File: config.mk
export PLATFORM = sky130hd
export DESIGN_NAME = rf_access_ctrl
export DESIGN_NICKNAME = d
export VERILOG_FILES = /design/src/rtl/rf_access_ctrl.sv
export SDC_FILE = /design/constraint.sdc
export NUM_CORES = 1
export LEC_CHECK = 0
export ABC_AREA = 1
export ABC_CLOCK_PERIOD_IN_PS = 1700
export CAP_MARGIN = 20
export CORE_ASPECT_RATIO = 1.4
export CORE_MARGIN = 2
export CORE_UTILIZATION = 42
export CTS_CLUSTER_DIAMETER = 150
export CTS_CLUSTER_SIZE = 40
export DETAILED_ROUTE_END_ITERATION = 16
export GPL_TIMING_DRIVEN = 0
export PLACE_DENSITY = 0.89
export SLEW_MARGIN = 40
export SYNTH_ARGS = -nofsm -noshare
export SYNTH_HDL_FRONTEND = slang
export SYNTH_SLANG_ARGS = --single-unit
export TNS_END_PERCENT = 30
File: constraint.sdc
create_clock -name clk -period 1.7 [get_ports clk]
set_clock_uncertainty 0.1 [all_clocks]
set_input_delay 0.34 -clock clk [delete_from_list [all_inputs] [get_ports clk]]
set_output_delay 0.34 -clock clk [all_outputs]
set_load 0.005 [all_outputs]
File: src/rtl/rf_access_ctrl.sv
// rf_access_ctrl: arbitrates the operand-fetch reader and the write-back
// writer onto a single-ported-per-cycle 32x32 register file. READ and WRITE
// are mutually exclusive strobes. Reads take two strobe cycles before data
// is captured. Every operation ends in one ACK cycle.
module rf_access_ctrl #(
    parameter int DATA_WIDTH = 32,
    parameter int ADDR_WIDTH = 5,
    parameter bit R0_PROTECT = 1'b1
) (
    input  logic                  clk,
    input  logic                  rst_n,
    input  logic                  rd_req,
    input  logic [ADDR_WIDTH-1:0] rd_addr1,
    input  logic [ADDR_WIDTH-1:0] rd_addr2,
    output logic                  rd_ack,
    output logic [DATA_WIDTH-1:0] rd_data1,
    output logic [DATA_WIDTH-1:0] rd_data2,
    input  logic                  wr_req,
    input  logic [ADDR_WIDTH-1:0] wr_addr,
    input  logic [DATA_WIDTH-1:0] wr_data,
    output logic                  wr_ack,
    output logic                  busy,
    output logic                  rf_read,
    output logic                  rf_write,
    output logic [ADDR_WIDTH-1:0] rf_addr_r1,
    output logic [ADDR_WIDTH-1:0] rf_addr_r2,
    output logic [ADDR_WIDTH-1:0] rf_addr_w,
    output logic [DATA_WIDTH-1:0] rf_data_w,
    input  logic [DATA_WIDTH-1:0] rf_data_r1,
    input  logic [DATA_WIDTH-1:0] rf_data_r2
);

    localparam logic [2:0] S_IDLE = 3'd0;
    localparam logic [2:0] S_RD1  = 3'd1;
    localparam logic [2:0] S_RD2  = 3'd2;
    localparam logic [2:0] S_WR   = 3'd3;
    localparam logic [2:0] S_ACK  = 3'd4;

    localparam logic G_READ  = 1'b0;
    localparam logic G_WRITE = 1'b1;

    logic [2:0]            state;
    logic [2:0]            state_nxt;
    logic                  last_grant;
    logic [ADDR_WIDTH-1:0] lat_addr1;
    logic [ADDR_WIDTH-1:0] lat_addr2;
    logic [ADDR_WIDTH-1:0] lat_waddr;
    logic [DATA_WIDTH-1:0] lat_wdata;
    logic                  hazard;
    logic                  grant_rd;
    logic                  grant_wr;
    logic                  wr_skip;

    // Arbitration: a lone request wins; with both pending a write that aliases
    // either read address goes first, otherwise round-robin on last_grant.
    always_comb begin
        hazard   = (wr_addr == rd_addr1) || (wr_addr == rd_addr2);
        wr_skip  = R0_PROTECT && (wr_addr == '0);
        grant_rd = 1'b0;
        grant_wr = 1'b0;
        if (rd_req && wr_req) begin
            if (hazard) begin
                grant_wr = 1'b1;
            end else if (last_grant == G_WRITE) begin
                grant_rd = 1'b1;
            end else begin
                grant_wr = 1'b1;
            end
        end else if (rd_req) begin
            grant_rd = 1'b1;
        end else if (wr_req) begin
            grant_wr = 1'b1;
        end
    end

    // Next-state logic; a protected R0 write skips the WR strobe entirely.
    always_comb begin
        state_nxt = S_IDLE;
        case (state)
            S_IDLE: begin
                if (grant_rd) begin
                    state_nxt = S_RD1;
                end else if (grant_wr) begin
                    state_nxt = wr_skip ? S_ACK : S_WR;
                end else begin
                    state_nxt = S_IDLE;
                end
            end
            S_RD1:   state_nxt = S_RD2;
            S_RD2:   state_nxt = S_ACK;
            S_WR:    state_nxt = S_ACK;
            S_ACK:   state_nxt = S_IDLE;
            default: state_nxt = S_IDLE;
        endcase
    end

    // State, grant history, operand latches and captured read data.
    always_ff @(posedge clk or negedge rst_n) begin
        if (!rst_n) begin
            state      <= S_IDLE;
            last_grant <= G_WRITE;
            lat_addr1  <= '0;
            lat_addr2  <= '0;
            lat_waddr  <= '0;
            lat_wdata  <= '0;
            rd_data1   <= '0;
            rd_data2   <= '0;
        end else begin
            state <= state_nxt;
            if (state == S_IDLE && grant_rd) begin
                lat_addr1  <= rd_addr1;
                lat_addr2  <= rd_addr2;
                last_grant <= G_READ;
            end
            if (state == S_IDLE && grant_wr) begin
                lat_waddr  <= wr_addr;
                lat_wdata  <= wr_data;
                last_grant <= G_WRITE;
            end
            if (state == S_RD2) begin
                rd_data1 <= rf_data_r1;
                rd_data2 <= rf_data_r2;
            end
        end
    end

    // Strobes, gated file buses and ACKs decoded from the current state;
    // last_grant tells the ACK cycle which operation it is closing.
    always_comb begin
        rf_read    = (state == S_RD1) || (state == S_RD2);
        rf_write   = (state == S_WR);
        rf_addr_r1 = rf_read  ? lat_addr1 : '0;
        rf_addr_r2 = rf_read  ? lat_addr2 : '0;
        rf_addr_w  = rf_write ? lat_waddr : '0;
        rf_data_w  = rf_write ? lat_wdata : '0;
        rd_ack     = (state == S_ACK) && (last_grant == G_READ);
        wr_ack     = (state == S_ACK) && (last_grant == G_WRITE);
        busy       = (state != S_IDLE);
    end

endmodule
# Yosys cells after proc, flatten, opt, wreduce, memory -nomap -nowiden
# Index checks and enable logic that the tools add are counted.
word_totals:
  rom_bits: 0
  wordCells: 46
  out_inout_bits: 116
  regBits: 115
  mem_count: 0
  ram_bits: 0
  input_bits: 115
  latchBits: 0
op_classes:
  shifts: 0
  mux: 19
  mul: 0
  magnitude_cmp: 0
  eq_ne: 6
  n_addsub: 0
  reduce_logical: 12
  bitwise_logic: 1
  n_div: 0
ops:
  columns: ["operator", "count"]
  rows:
  - ["32-bit 2-to-1 mux", 1]
  - ["5-bit 2-to-1 mux", 3]
  - ["1-bit 2-to-1 mux", 11]
  - ["5-bit equality test", 2]
  - ["3-bit 2-to-1 mux", 3]
  - ["3-bit case mux with 3 select lines", 1]
  - ["3-bit by 2-bit equality test with 1-bit output, second input constant", 2]
  - ["1-bit logical AND", 5]
  - ["5-bit logical NOT", 1]
  - ["3-bit by 1-bit equality test with 1-bit output, second input constant", 1]
  - ["3-bit equality test, second input constant", 1]
  - ["3-bit logical NOT", 1]
  - ["3-bit nonzero test", 1]
  - ["1-bit logical OR", 2]
  - ["2-bit nonzero test", 1]
  - ["2-bit OR reduction", 1]
  - ["1-bit inverter", 1]

# Longest topological paths before layout
# Gate-level depths: netlist of run 1.
logic_depth:
  depth_word: 7
  depth_mapped: 12
  ltp_nobuf: 11

# Worst setup path after synthesis of run 1
# Ideal clock, no wire load.
synth_timing:
  kind: "register to output"
  startpoint: "reg state[2]"
  endpoint: "out rf_data_w[10]"
  path_slack_ns: 0.104
  path_buffers: 1
  path_stages_with_launch: 5
  required_time_ns: 1.260
  arrival_time_ns: 1.156
  cell_sequence: "dfrtp_1 > nor3_1 > inv_2 > buf_1 > nor2_1"
synth_between:
  elab_chain_cells: 2
synth_rtl:
  columns: ["element", "line", "text"]
  rows:
  - ["from (decl)", "42", "logic [2:0] state;"]
  - ["from (signal assigned)", "109", "state <= state_nxt;"]
  - ["3-bit by 2-bit equality test with 1-bit output", "131", "rf_write = (state == S_WR);"]
  - ["via rf_write", "24", "output logic rf_write,"]
  - ["32-bit 2-to-1 mux", "135", "rf_data_w = rf_write ? lat_wdata : '0;"]
  - ["to (decl)", "28", "output logic [DATA_WIDTH-1:0] rf_data_w,"]
# The timed path passes the listed nets, and every way through them passes these cells.

# Worst setup path after layout of run 1
layout_timing:
  startpoint: "reg state[0]"
  endpoint: "out rf_addr_r1[4]"
layout_between:
  elab_chain_cells: 3
  elab_cells_between_ends: 4
  cone_classes: "2 x eq/ne; 1 x mux; 1 x reduce/logical"
layout_rtl:
  columns: ["element", "line", "text"]
  rows:
  - ["3-bit by 1-bit equality test with 1-bit output / 3-bit by 2-bit equality test with 1-bit output (equally long branches)", "130", "rf_read = (state == S_RD1) || (state == S_RD2);"]
  - ["1-bit logical OR (*)", "130", null]
  - ["5-bit 2-to-1 mux (*)", "132", "rf_addr_r1 = rf_read ? lat_addr1 : '0;"]
  - ["to (decl)", "25", "output logic [ADDR_WIDTH-1:0] rf_addr_r1,"]
# Mark *: on every way between the ends. The rest lies on a longest branch, timed or not.

==> key figures, run 1 <==
Yosys
  – Adder-Cell Fraction of Synth Area: 0%
  – Post-Synth XOR/XNOR Area: less than 1%
  – Synth Flop Type: dfrtp_1
  – Avg Synthesized Cell Area: between 9 and 10 um^2
  – Post-synthesis sequential area ratio: a little under three fifths
  – YS warnings: 0
  – Ranking of synthesized cells by area: dfrtp_1, mux2_2, nand2_1
  – Top-area cell type share of the netlist area: ~57%
  – Syn_nets: 618
  – Mux contribution to synthesized area: 14.3%
  – Post-Synth Simple-Gate Area: a little under a fifth
  – EDFF count, synth: 0
  – Leading area contributor after synthesis: dfrtp_1
  – Largest family of logic cells by synthesized area: simple AND/OR/NAND/NOR gates
  – Complex-gate fraction of the synthesized area: ~1.2%
  – Cell variety after synth: 22
  – Synthesis-stage register bit count: approximately 120
  – Synthesized area: between 5000 and 6000 um^2
  – Post-synth top cells: dfrtp_1, nand2_1, mux2_2
  – Post-Syn Instances: roughly 500
  – Asr flop ratio synth: 100%

Cells and area
  – Fill count: just under 800
  – Area of the multi-input gates: between 2000 and 2500 um^2
  – Area grow syn2layout: 68.3%
  – # diodes: 0
  – Layout cells sized above 1: around a third
  – Final nets: between 800 and 900
  – FF/Latch Area: roughly 2900 um^2

Status
  – Failing checks: setup timing
  – Status: finished with violations

Critical path
  – R2R depth: 9
  – Critical Path RT: 1.26 ns
  – Slowest stage delay, CP: a little over 0.4 ns
  – Worst-path fanout max: 5
  – Crit start category: register
  – Cell Chain, Critical Path: buf_6, nor2_4, nand2_2, buf_6, nand2_8, clkinv_8, nor2_4, buf_2
  – Worst Path Arrival: ~1.7 ns
  – CP endpoint kind: output port
  – Type of the worst setup path: register to output port
  – Slowest cell on the critical path: dfrtp_1

Power
  – Pleak: ~0.0042 uW
  – Gate power share: 42.7%
  – Switching power total: a little over 5000 uW
  – Total internal power: between 9000 and 10,000 uW
  – Peak VDD IR: roughly 1.1 mV
  – Switch share: 34.3%
  – Sequential share of power: 32.7%
  – Power Dens Cells: approximately 1800 nW/um^2
  – Clock power share: 24.6%

Placed design
  – Place WS: -0.681 ns
  – IO buf count: 230
  – GPL Wtd Cong: around 0.85
  – Dpl hpwl: between 10 and 15 mm

Drt
  – DRC errors left: 0
  – Initial drt markers: 150
  – Detailed Route WL: roughly 16 mm
  – Antenna-violating nets left: 0
  – 1st-pass router iterations: 4
  – WL/cell: ~17 um
  – Via density: 4.97
  – Via Count: roughly 4,600

Floorplanning
  – # IOs: 231
  – Starting Density: a little over two fifths
  – Die H: ~130 um
  – Die ar.: around 13,000 um^2
  – Rows: between 40 and 50
  – Core ar.: ~12,000 um^2
  – Die extent in x: around 96 um

Global route
  – Vias in the first global route: 4,842
  – Antenna violations before repair: 0
  – Global-route wire length before repair: between 20 and 25 mm
  – Largest net degree at the start of global routing: 61
  – Final global-route overflow total: 0
  – Overall Global Routing Usage: 24.6%

Worst hold path
  – Worst min path class: input port to register
  – Worst hold stages: 3

STA
  – Final Hold Fails: 0
  – Final min period: 2.10 ns
  – Total Neg Setup Slack: -16.46 ns
  – Fmax: ~480 MHz
  – Final setup vio count: between 50 and 60
  – RSZ-0062 raised after global routing: true
  – Final Max Tran Viols: 0
  – Final WS setup: -0.397 ns
  – Worst slew margin: between 60% and 70%
  – Slew @ Worst Pin: around 0.5 ns
  – Final Cycle Share: 123%

Clock network
  – Root Buffer: clkbuf_16
  – Number of H-tree levels: 4
  – Clock-pin slew on the worst setup and hold paths: roughly 0.050 ns
  – Clock sink count: 115
  – Max clock buf depth: 2
  – Clock latency on the worst-skew pair: 0.40 ns
  – CTS buffer count: 17
  – CTS tree: built

Job
  – Max-cap check violation count: 0
[power by group through the flow]
stage	clock network, uW	registers, uW	logic (uW)
finish	3660	4860	6350
global route	3860	5010	6890
floorplan	0	4820	2760
detailed placement	0	4910	5950
global placement	0	4790	5700
CTS	3710	4860	6070
[routing by layer]
metal  vias to the layer above  GRT usage (%)  routed length (um)
met5                         -              0                   0
met1                      2250           25.5                5400
li1                       2104              -                   -
met2                       207           45.1                8810
met3                        57           5.49                 910
met4                         0           12.5                 795
[flip-flops by register name (all words and copies together) (netlist names)]
| signal | count |
|---|---|
| lat_wdata | 32 |
| lat_waddr | 5 |
| rd_data2 | 32 |
| lat_addr1 | 5 |
| lat_addr2 | 5 |
| rd_data1 | 32 |
| state | 3 |
| last_grant | 1 |
[critical path, delay by kind of cell (launching register included)]
family | cells | cell delay, ns
and+or+nand+nor | 4 | 0.35
DFF | 1 | 0.41
buffers and inverters | 4 | 0.48
[layout by cell type (no fill, tap or decap), types with 3 or more instances in the layout]
cell / n
buf_4: 8
clkdlybuf4s50_1: 108
clkinv_4: 5
nand2_1: 111
bufinv_16: 3
dfrtp_1: 113
buf_6: 26
mux2_2: 64
buf_2: 48
nor2_2: 16
o21ai_2: 7
inv_6: 3
dlymetal6s2s_1: 14
dlygate4sd2_1: 56
nor2_1: 16
inv_1: 58
nand3_1: 43
nand2_2: 5
nor2_4: 24
inv_2: 6
clkbuf_16: 17
xor2_1: 4
[kinds of logic after synthesis]
group | after synthesis
XOR/XNOR | 5
AND/OR/NAND/NOR | 224
buffers and inverters | 88
AO/OA/AOI/OAI | 7
flip-flops | 115
multiplexers | 64
[path summary, 6_finish.rpt]
check                                                from  slack, ns                        end
worst max-delay path                   state[0]$_DFF_PN0_      -0.40              rf_addr_r1[4]
worst min-delay path                          rd_addr2[4]       0.18   lat_addr2[4]$_DFFE_PN0P_
worst max register to register         state[0]$_DFF_PN0_          0  lat_wdata[31]$_DFFE_PN0P_
worst min register to register  lat_wdata[16]$_DFFE_PN0P_       0.37  lat_wdata[16]$_DFFE_PN0P_
max in group asynchronous                           rst_n       0.48  lat_wdata[27]$_DFFE_PN0P_
min in group asynchronous                           rst_n       0.39   rd_data1[23]$_DFFE_PN0P_
[layout make-up]
class | count | area share [%]
flip-flops and latches | 115 | 34.0
repair buffers | 246 | 26.6
multi-input cells | 300 | 24.0
clock buffers | 18 | 5.19
inverters | 65 | 3.03
plain buffers | 23 | 2.63
well taps | 147 | 2.17
clock inverters | 14 | 2.10
repair inverters | 1 | 0.192
[through the flow]
| stage | cell area [um^2] | utilization, % | cells | power, uW | hold WS, ns |
|---|---|---|---|---|---|
| after floorplan | 5030 | - | 503 | 7570 | -0.0556 |
| after global placement | 7520 | 63.9 | 880 | 10500 | 0.354 |
| after detailed placement | 7550 | 64.2 | 881 | 10900 | 0.197 |
| after CTS | 8240 | 70.1 | 927 | 14600 | 0.291 |
| after global routing | 8460 | 72.0 | 929 | 15800 | 0.181 |
| final | 8460 | 72.0 | 929 | 14900 | 0.176 |
[timing repair]
item	CTS	global route
hold endpoints to repair	58	0
endpoints found under the setup margin	135	163
hold buffers	1	0
cloned	2	0
gates resized for setup	332	60
buffers inserted	11	2
pin swaps	7	5
Note: power is estimated with default switching activity, not from simulation.
==> run 2: changes to the inputs <==
--- a/config.mk
+++ b/config.mk
@@ -12,10 +12,10 @@
 export CORE_MARGIN = 2
 export CORE_UTILIZATION = 42
 export CTS_CLUSTER_DIAMETER = 150
-export CTS_CLUSTER_SIZE = 40
+export CTS_CLUSTER_SIZE = 25
 export DETAILED_ROUTE_END_ITERATION = 16
 export GPL_TIMING_DRIVEN = 0
-export PLACE_DENSITY = 0.89
+export PLACE_DENSITY_LB_ADDON = 0.08
 export SLEW_MARGIN = 40
 export SYNTH_ARGS = -nofsm -noshare
 export SYNTH_HDL_FRONTEND = slang
==> run 2 against run 1 <==
  * The flow still finishes with violations (setup timing)
  * Maximum frequency shrank 2.8%
  * Global-route usage shrank 2.5 points
  * Final cell count is the same
  * Total power shrank 2.8%
  * Combinational power shrank 5.2%
  * Critical path depth shrank 2
  * Sequential power shrank 1%
  * Cell area shrank 0.74%
==> key figures, run 2 (synthesis gave the netlist of run 1 again) <==
Critical path
  – Worst Path Arrival: around 1.7 ns
  – CP endpoint kind: output port
  – Slowest cell on the critical path: dfrtp_2
  – Critical Path RT: roughly 1.3 ns
  – CP top delay family: buffers and inverters
  – R2R Setup Slk: -0.07 ns
  – Cell Chain, Critical Path: buf_6, nor3_4, inv_4, buf_8, nor2_1, clkdlybuf4s15_2
  – Slowest stage delay, CP: ~0.42 ns
  – CP Buf/Inv Count: 4
  – Setup crit start: state[2]$_DFF_PN0_
  – R2R depth: 10
  – Critical path endpoint: rf_data_w[13]
  – RR Endpoint: lat_wdata[1]$_DFFE_PN0P_
  – FF-to-FF Start: state[2]$_DFF_PN0_
  – Worst path depth: 6
  – Crit start category: register
  – Worst-path fanout max: 10
  – Type of the worst setup path: register to output port

STA
  – Worst slew margin: approximately two thirds
  – Final min period: around 2.2 ns
  – RSZ-0062 raised after global routing: true
  – Total Neg Setup Slack: -19.94 ns
  – Fmax: between 400 and 500 MHz
  – Final WS setup: -0.457 ns
  – Final setup vio count: 90
  – Final Hold Fails: 0
  – Slew @ Worst Pin: between 0.4 and 0.5 ns
  – Final Cycle Share: 127%
  – Final Max Tran Viols: 0

Clock network
  – Number of H-tree levels: 4
  – Clock-pin slew on the worst setup and hold paths: about 0.050 ns
  – CTS buffer count: 17
  – Root Buffer: clkbuf_16
  – Max clock buf depth: 2
  – CTS tree: built
  – Clock latency on the worst-skew pair: 0.40 ns
  – Clock sink count: 115

Cells and area
  – Fill count: slightly above 900
  – Area grow syn2layout: 67.0%
  – Layout Utilization: a little under three quarters
  – # diodes: 0
  – Layout cells sized above 1: about 32%
  – Most frequent cells in the layout: nand2_1, dfrtp_1, clkdlybuf4s50_1
  – Top Registers: lat_wdata x32, rd_data1 x32, rd_data2 x32
  – Final nets: around 880

Floorplanning
  – Rows: 47
  – Die extent in x: about 96 um
  – Die H: around 130 um
  – Core ar.: about 12,000 um^2
  – Starting Density: about 43%
  – # IOs: ~230
  – Die ar.: between 10,000 and 15,000 um^2

Drt
  – Via density: about 4.7
  – WL/cell: around 15 um
  – 1st-pass router iterations: 4
  – DRC errors left: 0
  – Via Count: 4,337
  – Antenna-violating nets left: 0
  – Initial drt markers: just over 80
  – Detailed Route WL: approximately 14 mm

Global route
  – Largest net degree at the start of global routing: 71
  – Vias in the first global route: between 4,000 and 5,000
  – Global-route wire length before repair: around 22 mm
  – Antenna violations before repair: 0
  – Final global-route overflow total: 0
  – Overall Global Routing Usage: ~22%

Power
  – Peak VDD IR: ~0.90 mV
  – Power Dens Cells: approximately 1700 nW/um^2
  – Pleak: 0.00421 uW

Status
  – Status: finished with violations
  – Failing checks: setup timing

Job
  – Max-cap check violation count: 0

Placed design
  – GPL Wtd Cong: roughly 0.85
  – Dpl hpwl: about 10 mm
  – IO buf count: 230

Worst hold path
  – Worst min path class: input port to register
[run 2: timing repair]
item                       4_1_cts  5_1_grt
hold buffers                     1        0
pin swaps                        5        4
hold endpoints to repair        44        0
setup endpoints to repair      102      167
buffers inserted                10        6
resized for setup              291       71
gates cloned                     1        0
[run 2: layout make-up]
class | count | area [um^2] | share of cell area [%]
Multi-Input combinational cell | 300 | 1940 | 23.1
Tap cell | 147 | 184 | 2.19
Sequential cell | 115 | 2880 | 34.3
Timing Repair Buffer | 248 | 2320 | 27.6
Clock inverter | 13 | 174 | 2.07
Inverter | 65 | 262 | 3.11
Buffer | 22 | 200 | 2.38
Clock buffer | 19 | 443 | 5.27
[run 2: power by group]
part / leakage (uW) / internal (uW) / switching (uW)
Clock: 0.000291 / 2360 / 1270
Sequential: 0.00138 / 4130 / 675
Combinational: 0.00255 / 3300 / 2720
Total: 0.00421 / 9800 / 4660
[run 2: worst min path at each step]
stage / from / end / slack, ns / cells after the start
2_1_floorplan: rst_n / lat_addr1[0]$_DFFE_PN0P_ / -0.06 / 0
3_3_place_gp: lat_wdata[25]$_DFFE_PN0P_ / lat_wdata[25]$_DFFE_PN0P_ / 0.35 / 2
3_5_place_dp: rst_n / rd_data1[31]$_DFFE_PN0P_ / 0.16 / 1
4_1_cts: rst_n / rd_data1[31]$_DFFE_PN0P_ / 0.33 / 2
5_1_grt: wr_addr[2] / lat_waddr[2]$_DFFE_PN0P_ / 0.20 / 3
6_report: wr_addr[2] / lat_waddr[2]$_DFFE_PN0P_ / 0.18 / 3
[run 2: stage by stage]
step	power [uW]	hold slack (ns)	setup slack, ns	instance area, um^2	instances
after floorplan	7570	-0.0556	0.104	5030	503
after global placement	10500	0.354	-4.17	7520	880
after detailed placement	10700	0.162	-0.670	7550	881
after CTS	14300	0.325	-0.438	8190	925
after global routing	15400	0.196	-0.539	8400	929
final	14500	0.184	-0.457	8400	929
[run 2: worst reg2reg max path: stages, from the launching register on]
cell and delay (ns):
dfrtp_2 0.42, buf_4 0.15, nor2_4 0.11, buf_4 0.12, buf_6 0.09, nand2_4 0.06
nor2_4 0.20, nand2_4 0.14, buf_6 0.17, nand2_1 0.06, nand2_1 0.05
[run 2: routing by layer]
layer	wire length, um	global-route usage [%]	part of all wire (%)	up-vias
li1	-	-	-	2106
met1	5400	24.5	38	2045
met2	7330	38.7	52	169
met3	1080	7.86	7.7	17
met4	232	7.28	1.7	0
met5	0	0	0	-
